$ cat src/rtl/asym_fifo_pkg.sv
// Shared types and slice-count helpers for the asymmetric-width FIFO.
package asym_fifo_pkg;

  typedef enum logic {
    WIDE_TO_NARROW = 1'b0,
    NARROW_TO_WIDE = 1'b1
  } fifo_mode_e;

  function automatic fifo_mode_e mode_from_int(int mode);
    return (mode == 1) ? NARROW_TO_WIDE : WIDE_TO_NARROW;
  endfunction

  function automatic int slices_per_write(fifo_mode_e mode, int ratio);
    return (mode == WIDE_TO_NARROW) ? ratio : 1;
  endfunction

  function automatic int slices_per_read(fifo_mode_e mode, int ratio);
    return (mode == NARROW_TO_WIDE) ? ratio : 1;
  endfunction

endpackage

$ cat src/rtl/asym_fifo_ctrl.sv
// Pointer/occupancy controller for asym_fifo_gen: accept logic, full/empty, and
// the sticky overflow/underflow flags when built with ASYM_FIFO_ERR_EN.
module asym_fifo_ctrl #(
  parameter int ADDR_WIDTH = 3,
  parameter int WS         = 2,
  parameter int RS         = 1
) (
  input  logic                  clk,
  input  logic                  reset,
  input  logic                  wr,
  input  logic                  rd,
  output logic                  wr_acc,
  output logic                  rd_acc,
  output logic                  full,
  output logic                  empty,
  output logic [ADDR_WIDTH-1:0] wr_addr,
  output logic [ADDR_WIDTH-1:0] rd_addr
`ifdef ASYM_FIFO_ERR_EN
  ,
  output logic                  overflow,
  output logic                  underflow
`endif
);

  localparam logic [ADDR_WIDTH:0] DEPTH_L = (ADDR_WIDTH+1)'(2**ADDR_WIDTH);
  localparam logic [ADDR_WIDTH:0] WS_L    = (ADDR_WIDTH+1)'(WS);
  localparam logic [ADDR_WIDTH:0] RS_L    = (ADDR_WIDTH+1)'(RS);

  logic [ADDR_WIDTH:0] wr_ptr;
  logic [ADDR_WIDTH:0] rd_ptr;
  logic [ADDR_WIDTH:0] count;

  // The extra pointer MSB lets count reach the full depth without ambiguity.
  assign count   = wr_ptr - rd_ptr;
  assign full    = (DEPTH_L - count) < WS_L;
  assign empty   = count < RS_L;
  assign wr_acc  = wr & ~full;
  assign rd_acc  = rd & ~empty;
  assign wr_addr = wr_ptr[ADDR_WIDTH-1:0];
  assign rd_addr = rd_ptr[ADDR_WIDTH-1:0];

  // NOTE: sequential state uses non-blocking assignments so every register
  // samples the pre-edge values, regardless of statement order.
  always_ff @(posedge clk) begin
    if (!reset) begin
      wr_ptr <= '0;
      rd_ptr <= '0;
    end else begin
      if (wr_acc) wr_ptr <= wr_ptr + WS_L;
      if (rd_acc) rd_ptr <= rd_ptr + RS_L;
    end
  end

`ifdef ASYM_FIFO_ERR_EN
  always_ff @(posedge clk) begin
    if (!reset) begin
      overflow  <= 1'b0;
      underflow <= 1'b0;
    end else begin
      if (wr && full)  overflow  <= 1'b1;
      if (rd && empty) underflow <= 1'b1;
    end
  end
`endif

endmodule

$ cat src/rtl/asym_fifo_gen.sv
// Asymmetric-width first-word-fall-through FIFO (wide->narrow or narrow->wide).
// Define ASYM_FIFO_ERR_EN to add sticky overflow/underflow outputs.
module asym_fifo_gen
  import asym_fifo_pkg::*;
#(
  parameter  int NARROW_WIDTH = 4,
  parameter  int RATIO        = 2,
  parameter  int ADDR_WIDTH   = 3,
  parameter  int MODE         = 0,
  localparam int W_W = slices_per_write(mode_from_int(MODE), RATIO) * NARROW_WIDTH,
  localparam int R_W = slices_per_read(mode_from_int(MODE), RATIO) * NARROW_WIDTH
) (
  input  logic           clk,
  input  logic           reset,
  input  logic           wr,
  input  logic           rd,
  input  logic [W_W-1:0] w_data,
  output logic [R_W-1:0] r_data,
  output logic           full,
  output logic           empty
`ifdef ASYM_FIFO_ERR_EN
  ,
  output logic           overflow,
  output logic           underflow
`endif
);

  localparam fifo_mode_e MODE_E = mode_from_int(MODE);
  localparam int         WS     = slices_per_write(MODE_E, RATIO);
  localparam int         RS     = slices_per_read(MODE_E, RATIO);
  localparam int         DEPTH  = 2**ADDR_WIDTH;

  logic                    wr_acc;
  logic                    rd_acc;
  logic [ADDR_WIDTH-1:0]   wr_addr;
  logic [ADDR_WIDTH-1:0]   rd_addr;
  logic [NARROW_WIDTH-1:0] mem [DEPTH];

  asym_fifo_ctrl #(
    .ADDR_WIDTH (ADDR_WIDTH),
    .WS         (WS),
    .RS         (RS)
  ) u_ctrl (
    .clk       (clk),
    .reset     (reset),
    .wr        (wr),
    .rd        (rd),
    .wr_acc    (wr_acc),
    .rd_acc    (rd_acc),
    .full      (full),
    .empty     (empty),
    .wr_addr   (wr_addr),
    .rd_addr   (rd_addr)
`ifdef ASYM_FIFO_ERR_EN
    ,
    .overflow  (overflow),
    .underflow (underflow)
`endif
  );

  // NOTE: storage is cleared on reset so r_data is never X, even while empty;
  // this costs a reset on every slice register instead of a plain RAM.
  always_ff @(posedge clk) begin
    if (!reset) begin
      for (int i = 0; i < DEPTH; i++) mem[i] <= '0;
    end else if (wr_acc) begin
      // Least-significant slice goes to the lowest address, so it leaves first.
      for (int i = 0; i < WS; i++)
        mem[wr_addr + ADDR_WIDTH'(i)] <= w_data[i*NARROW_WIDTH +: NARROW_WIDTH];
    end
  end

  // NOTE: default assignment first keeps this block free of inferred latches.
  always_comb begin
    r_data = '0;
    for (int i = 0; i < RS; i++)
      r_data[i*NARROW_WIDTH +: NARROW_WIDTH] = mem[rd_addr + ADDR_WIDTH'(i)];
  end

endmodule

$ cat config.mk
export PLATFORM = sky130hd
export DESIGN_NAME = asym_fifo_gen
export DESIGN_NICKNAME = d
export VERILOG_FILES = /design/src/rtl/asym_fifo_pkg.sv /design/src/rtl/asym_fifo_ctrl.sv /design/src/rtl/asym_fifo_gen.sv
export SDC_FILE = /design/constraint.sdc
export NUM_CORES = 1
export LEC_CHECK = 0
export CAP_MARGIN = 20
export CORE_ASPECT_RATIO = 0.6
export CORE_MARGIN = 2
export CORE_UTILIZATION = 29
export CTS_CLUSTER_DIAMETER = 100
export DETAILED_ROUTE_END_ITERATION = 10
export HOLD_SLACK_MARGIN = 0.15
export SLEW_MARGIN = 40
export SYNTH_ARGS = -nofsm -noshare
export SYNTH_HDL_FRONTEND = slang
export SYNTH_SLANG_ARGS = --single-unit
$ cat constraint.sdc
create_clock -name clk -period 5.53 [get_ports clk]
set_input_delay 1.659 -clock clk [delete_from_list [all_inputs] [get_ports clk]]
set_output_delay 1.659 -clock clk [all_outputs]
set_load 0.005 [all_outputs]
# == Word level (Yosys, flattened, before mapping) ==
# Memory sizes are Yosys's and may differ from the RTL's. A register that Yosys moved wholly into a read port is not among the register bits.
# Cells that the tools add are included.
# op_classes
add_sub_neg,5
multipliers,0
div_mod_pow,0
n_lt_le_gt_ge,2
n_eq_ne,0
shifts,0
muxes,12
bitwise,4
n_reduce_logical,2
# ops
op,count
3-bit 2-to-1 mux,4
4-bit 2-to-1 mux,2
4-bit OR reduction,2
1-bit 2-to-1 mux,6
4-bit by 1-bit adder with 4-bit output (second input constant),1
4-bit by 2-bit adder with 4-bit output (second input constant),1
4-bit by 1-bit less-than comparator with 1-bit output (second input constant),1
4-bit by 2-bit less-than comparator with 1-bit output (second input constant),1
4-bit subtractor,1
4-bit subtractor (first input constant),1
3-bit by 1-bit adder with 3-bit output (second input constant),1
1-bit AND,2
1-bit NOT,2
# word_totals
ff_bits,8
latchBits,0
mem_bits_rw,32
mem_bits_ro,0
input_bits,12
mem_count,1
# mem_list
name,depth,word_bits,rd,rd_clocked_by_memory_dff,wr,line,text
mem,8,4,1,1,8,asym_fifo_gen.sv:37,logic [NARROW_WIDTH-1:0] mem [DEPTH];

# == Logic depth before layout (Yosys ltp) ==
# depth
depth_word,10
mapped_depth,8
mapped_depth_nobuf,7

# == Hierarchy ==
# A second synthesis with hierarchy kept.
# hier_totals
hier_cells,194
area_unflattened_um2,2384.8
# modules_own_cells
mod,instances,cells_per_inst,area_each_um2
asym_fifo_gen,1,125,1762.9
asym_fifo_ctrl,1,69,621.8

# == Worst setup path after synthesis ==
# No wires, ideal clock.
# synth_timing
path_kind,register -> output
from,register u_ctrl.wr_ptr[1]
to,output port full
t_arrival_ps,1655
setup_slack_ps,2216
stages_incl_launch_ff,7
path_buffers,0
path_cell_list,dfxtp_1 > inv_1 > fa_1 > xor2_1 > and3_1 > xnor3_1 > nor2_1
# synth_between
elab_chain_len,3
# synth_rtl
element,line,text
start: declaration,asym_fifo_ctrl.sv:29,logic [ADDR_WIDTH:0] wr_ptr;
start signal: assignment,asym_fifo_ctrl.sv:49,if (wr_acc) wr_ptr <= wr_ptr + WS_L;
4-bit subtractor,asym_fifo_ctrl.sv:34,assign count = wr_ptr - rd_ptr;
4-bit subtractor,asym_fifo_ctrl.sv:35,assign full = (DEPTH_L - count) < WS_L;
4-bit by 2-bit less-than comparator with 1-bit output,asym_fifo_ctrl.sv:35,
end: declaration,asym_fifo_gen.sv:19,"output logic full,"
# No other way between the ends.

# == Worst setup path in the final report ==
# layout_timing
from,register u_ctrl.rd_ptr[1]
to,output port empty
# layout_between
elab_chain_len,2
# layout_rtl
element,line,text
start: declaration,asym_fifo_ctrl.sv:30,logic [ADDR_WIDTH:0] rd_ptr;
start signal: assignment,asym_fifo_ctrl.sv:50,if (rd_acc) rd_ptr <= rd_ptr + RS_L;
4-bit subtractor,asym_fifo_ctrl.sv:34,
4-bit by 1-bit less-than comparator with 1-bit output,asym_fifo_ctrl.sv:36,assign empty = count < RS_L;
end: declaration,asym_fifo_gen.sv:20,output logic empty
# No other way between the ends.

==> qor.txt <==
Placed Area: 2430 µm²
Netlist Area Pre-Place: 2170 µm²
Count leader, synth: edfxtp_1
Worst hold-check path type: reg2reg
Via density per instance: 4.63
Worst slew pin tran: 0.542 ns
Sequential fraction of the synthesis area: 53.4%
EDFF count, synth: 32
Initial antenna violation count: 0
Final setup viols: 0
Setup Buffers After CTS: 0
DRT iter0 DRCs: 105
Slew headroom: 63.8%
Max-slew violations: 0
Initial core utilization: 29.9%
# IOs: 18
Nets: 196
Fin area: 2570 µm²
IO Port Bufs: 17
Die Y: 71.1 µm
Post-DP HPWL: 3050 µm
Multi-input gate area: 935 µm²
DRT Wirelength: 4280 µm
CTS Sinks: 42
Layout filler cell count: 722
Dpl ws: 1.61 ns
Antenna cells: 0
Max Freq: 0.237 GHz
Post-synth cell types: 33
Cells after Synth: 157
Post-synth top cells: 32 x edfxtp_1, 24 x and4_1, 10 x dfxtp_1, 10 x nand2_1
CTS tree: built
Yosys warns: 0
Final hold vios: 0
Skew-Pair Late Insertion Delay: 0.28 ns
Top cells by area, synth: edfxtp_1 44%, and4_1 9.7%, dfxtp_1 9.2%
Vias in the first global route: 1285
Max Buffers Root-to-Sink: 2
FF+latch count, synth: 42
Clock Skew: 0.00195 ns
RSZ-0062 raised after global routing: false
TritonRoute pass-1 iters: 4
WP data arrival: 2.57 ns
Ys async rst share: 0%
Hold path cells: 2
First-pass GRT wire length: 6830 µm
Via Count: 1291
Post-synth top area share: 44.2%
CP top delay family: buffers and inverters
Sum of negative setup slack: 0 ns
Die X: 116 µm
Pin count of the biggest net entering global routing: 38
CP Depth: 6
Slowest CP cell: clkdlybuf4s50_1
Fin cells: 279
CTS H-tree depth: 2
Tot GR Track Use: 11.2%
WP data required: 3.87 ns
CTS buffer count: 5
Worst setup SP type: flop
Setup ws final: 1.31 ns
Leakage power: 0.979 nW
Final GP Congestion: 0.770
Total core area: 7270 µm²
WL per Instance: 15.3 µm
Area delta synth->final: 18.1%
CTS clock-pin slew for the worst setup and hold paths: 0.06 ns
CP max FO: 8
Site Rows: 24
Run status: finished, final reports clean
# hold bufs at CTS: 0
Crit end category: primary output
# DRC: 0
Reg2Reg Depth: 7
Placed cell count: 271
Most used DFF post-synth: edfxtp_1
Crit path time final: 4.22 ns
Root buffer cell: clkbuf_16
CP peak stage delay: 0.56 ns
Antenna Violating Nets Remaining: 0
FF/Latch Area: 1160 µm²
Fraction of layout cells with a size suffix above 1: 12.6%
Mapped Nets: 179
Largest area contributor in the netlist: edfxtp_1
CP bufs+invs: 2
CTS resizes: 0
Worst path cell trace: inv_1, ha_1, and3b_1, or3_1, a21oi_2, clkdlybuf4s50_1
Mean Syn Cell Area: 13.9 µm²
Max_cap viols: 0
PD cells: 549 nW/µm²
Die area: 8230 µm²
Overflow after GRT: 0
Final period util: 76.4%
Crit Path Category: reg2out
Worst VDD drop: 0.000197 V
==> cells by family (layout without fill, tap and decap cells) <==
group,count (synthesis),count (layout),share of synthesized area [%]
fa+ha+maj,10,10,6.10
simple gates,54,54,17.3
flops,42,42,53.4
mux,16,16,12.2
xor+xnor,5,5,2.65
compound gates,15,15,4.78
buf+inv,15,33,3.63
==> layout make-up <==
| cell class | count | area share (%) |
|---|---|---|
| sequential | 42 | 45.2 |
| multi-input combinational | 100 | 36.4 |
| timing repair buffer | 18 | 6.92 |
| tap | 104 | 5.07 |
| clock buffer | 6 | 5.02 |
| inverter | 7 | 1.02 |
| clock inverter | 2 | 0.341 |
==> through the flow <==
step / hold WS, ns / utilization [%] / power, W
after detailed placement: 0.487 / 33.4 / 0.00114
after global routing: 0.543 / 35.3 / 0.00151
after global placement: 0.487 / 33.4 / 0.00113
after CTS: 0.504 / 35.3 / 0.00142
after floorplan: 0.458 / - / 0.000966
final: 0.513 / 35.3 / 0.00141
==> registers in the layout (all words and copies together), names as in the netlist, named ones only <==
name           flops
u_ctrl.wr_ptr      3
u_ctrl.rd_ptr      4
mem               32
==> final timing paths <==
check                                start                            end  slack (ns)
max reg2reg  u_ctrl.wr_ptr[1]$_SDFFE_PN0P_        mem[1][1]$_SDFFCE_PN0P_        2.86
min          u_ctrl.wr_ptr[3]$_SDFFE_PN0P_  u_ctrl.wr_ptr[3]$_SDFFE_PN0P_        0.51
max          u_ctrl.rd_ptr[1]$_SDFFE_PN0P_                          empty        1.31
min reg2reg  u_ctrl.wr_ptr[3]$_SDFFE_PN0P_  u_ctrl.wr_ptr[3]$_SDFFE_PN0P_        0.51
==> cells in the final DEF (no fill, tap or decap), types with 5 or more instances in the layout <==
cell type / count
nand2_1: 10
inv_1: 7
and4_1: 24
clkdlybuf4s50_1: 17
clkbuf_16: 5
ha_1: 9
and3_1: 9
mux4_2: 8
edfxtp_1: 32
dfxtp_1: 10
==> where the power goes <==
part           total [W]  switching, W  internal, W
Sequential      0.000490     0.0000591     0.000431
Combinational   0.000647      0.000330     0.000318
Clock           0.000273      0.000108     0.000165
==> tightest hold or removal path, stage by stage, from the launching register on <==
cell     delay (ns)
dfxtp_1        0.34
nand2_1        0.07
mux2i_1        0.06
==> per-layer routing <==
layer,up-vias,global-route usage [%],wire (µm)
li1,649,-,-
met1,625,17.5,2420
met2,13,14.6,1680
met3,4,3.17,143
met4,0,3.57,44
met5,-,0,0
(Power assumes the default switching activity.)
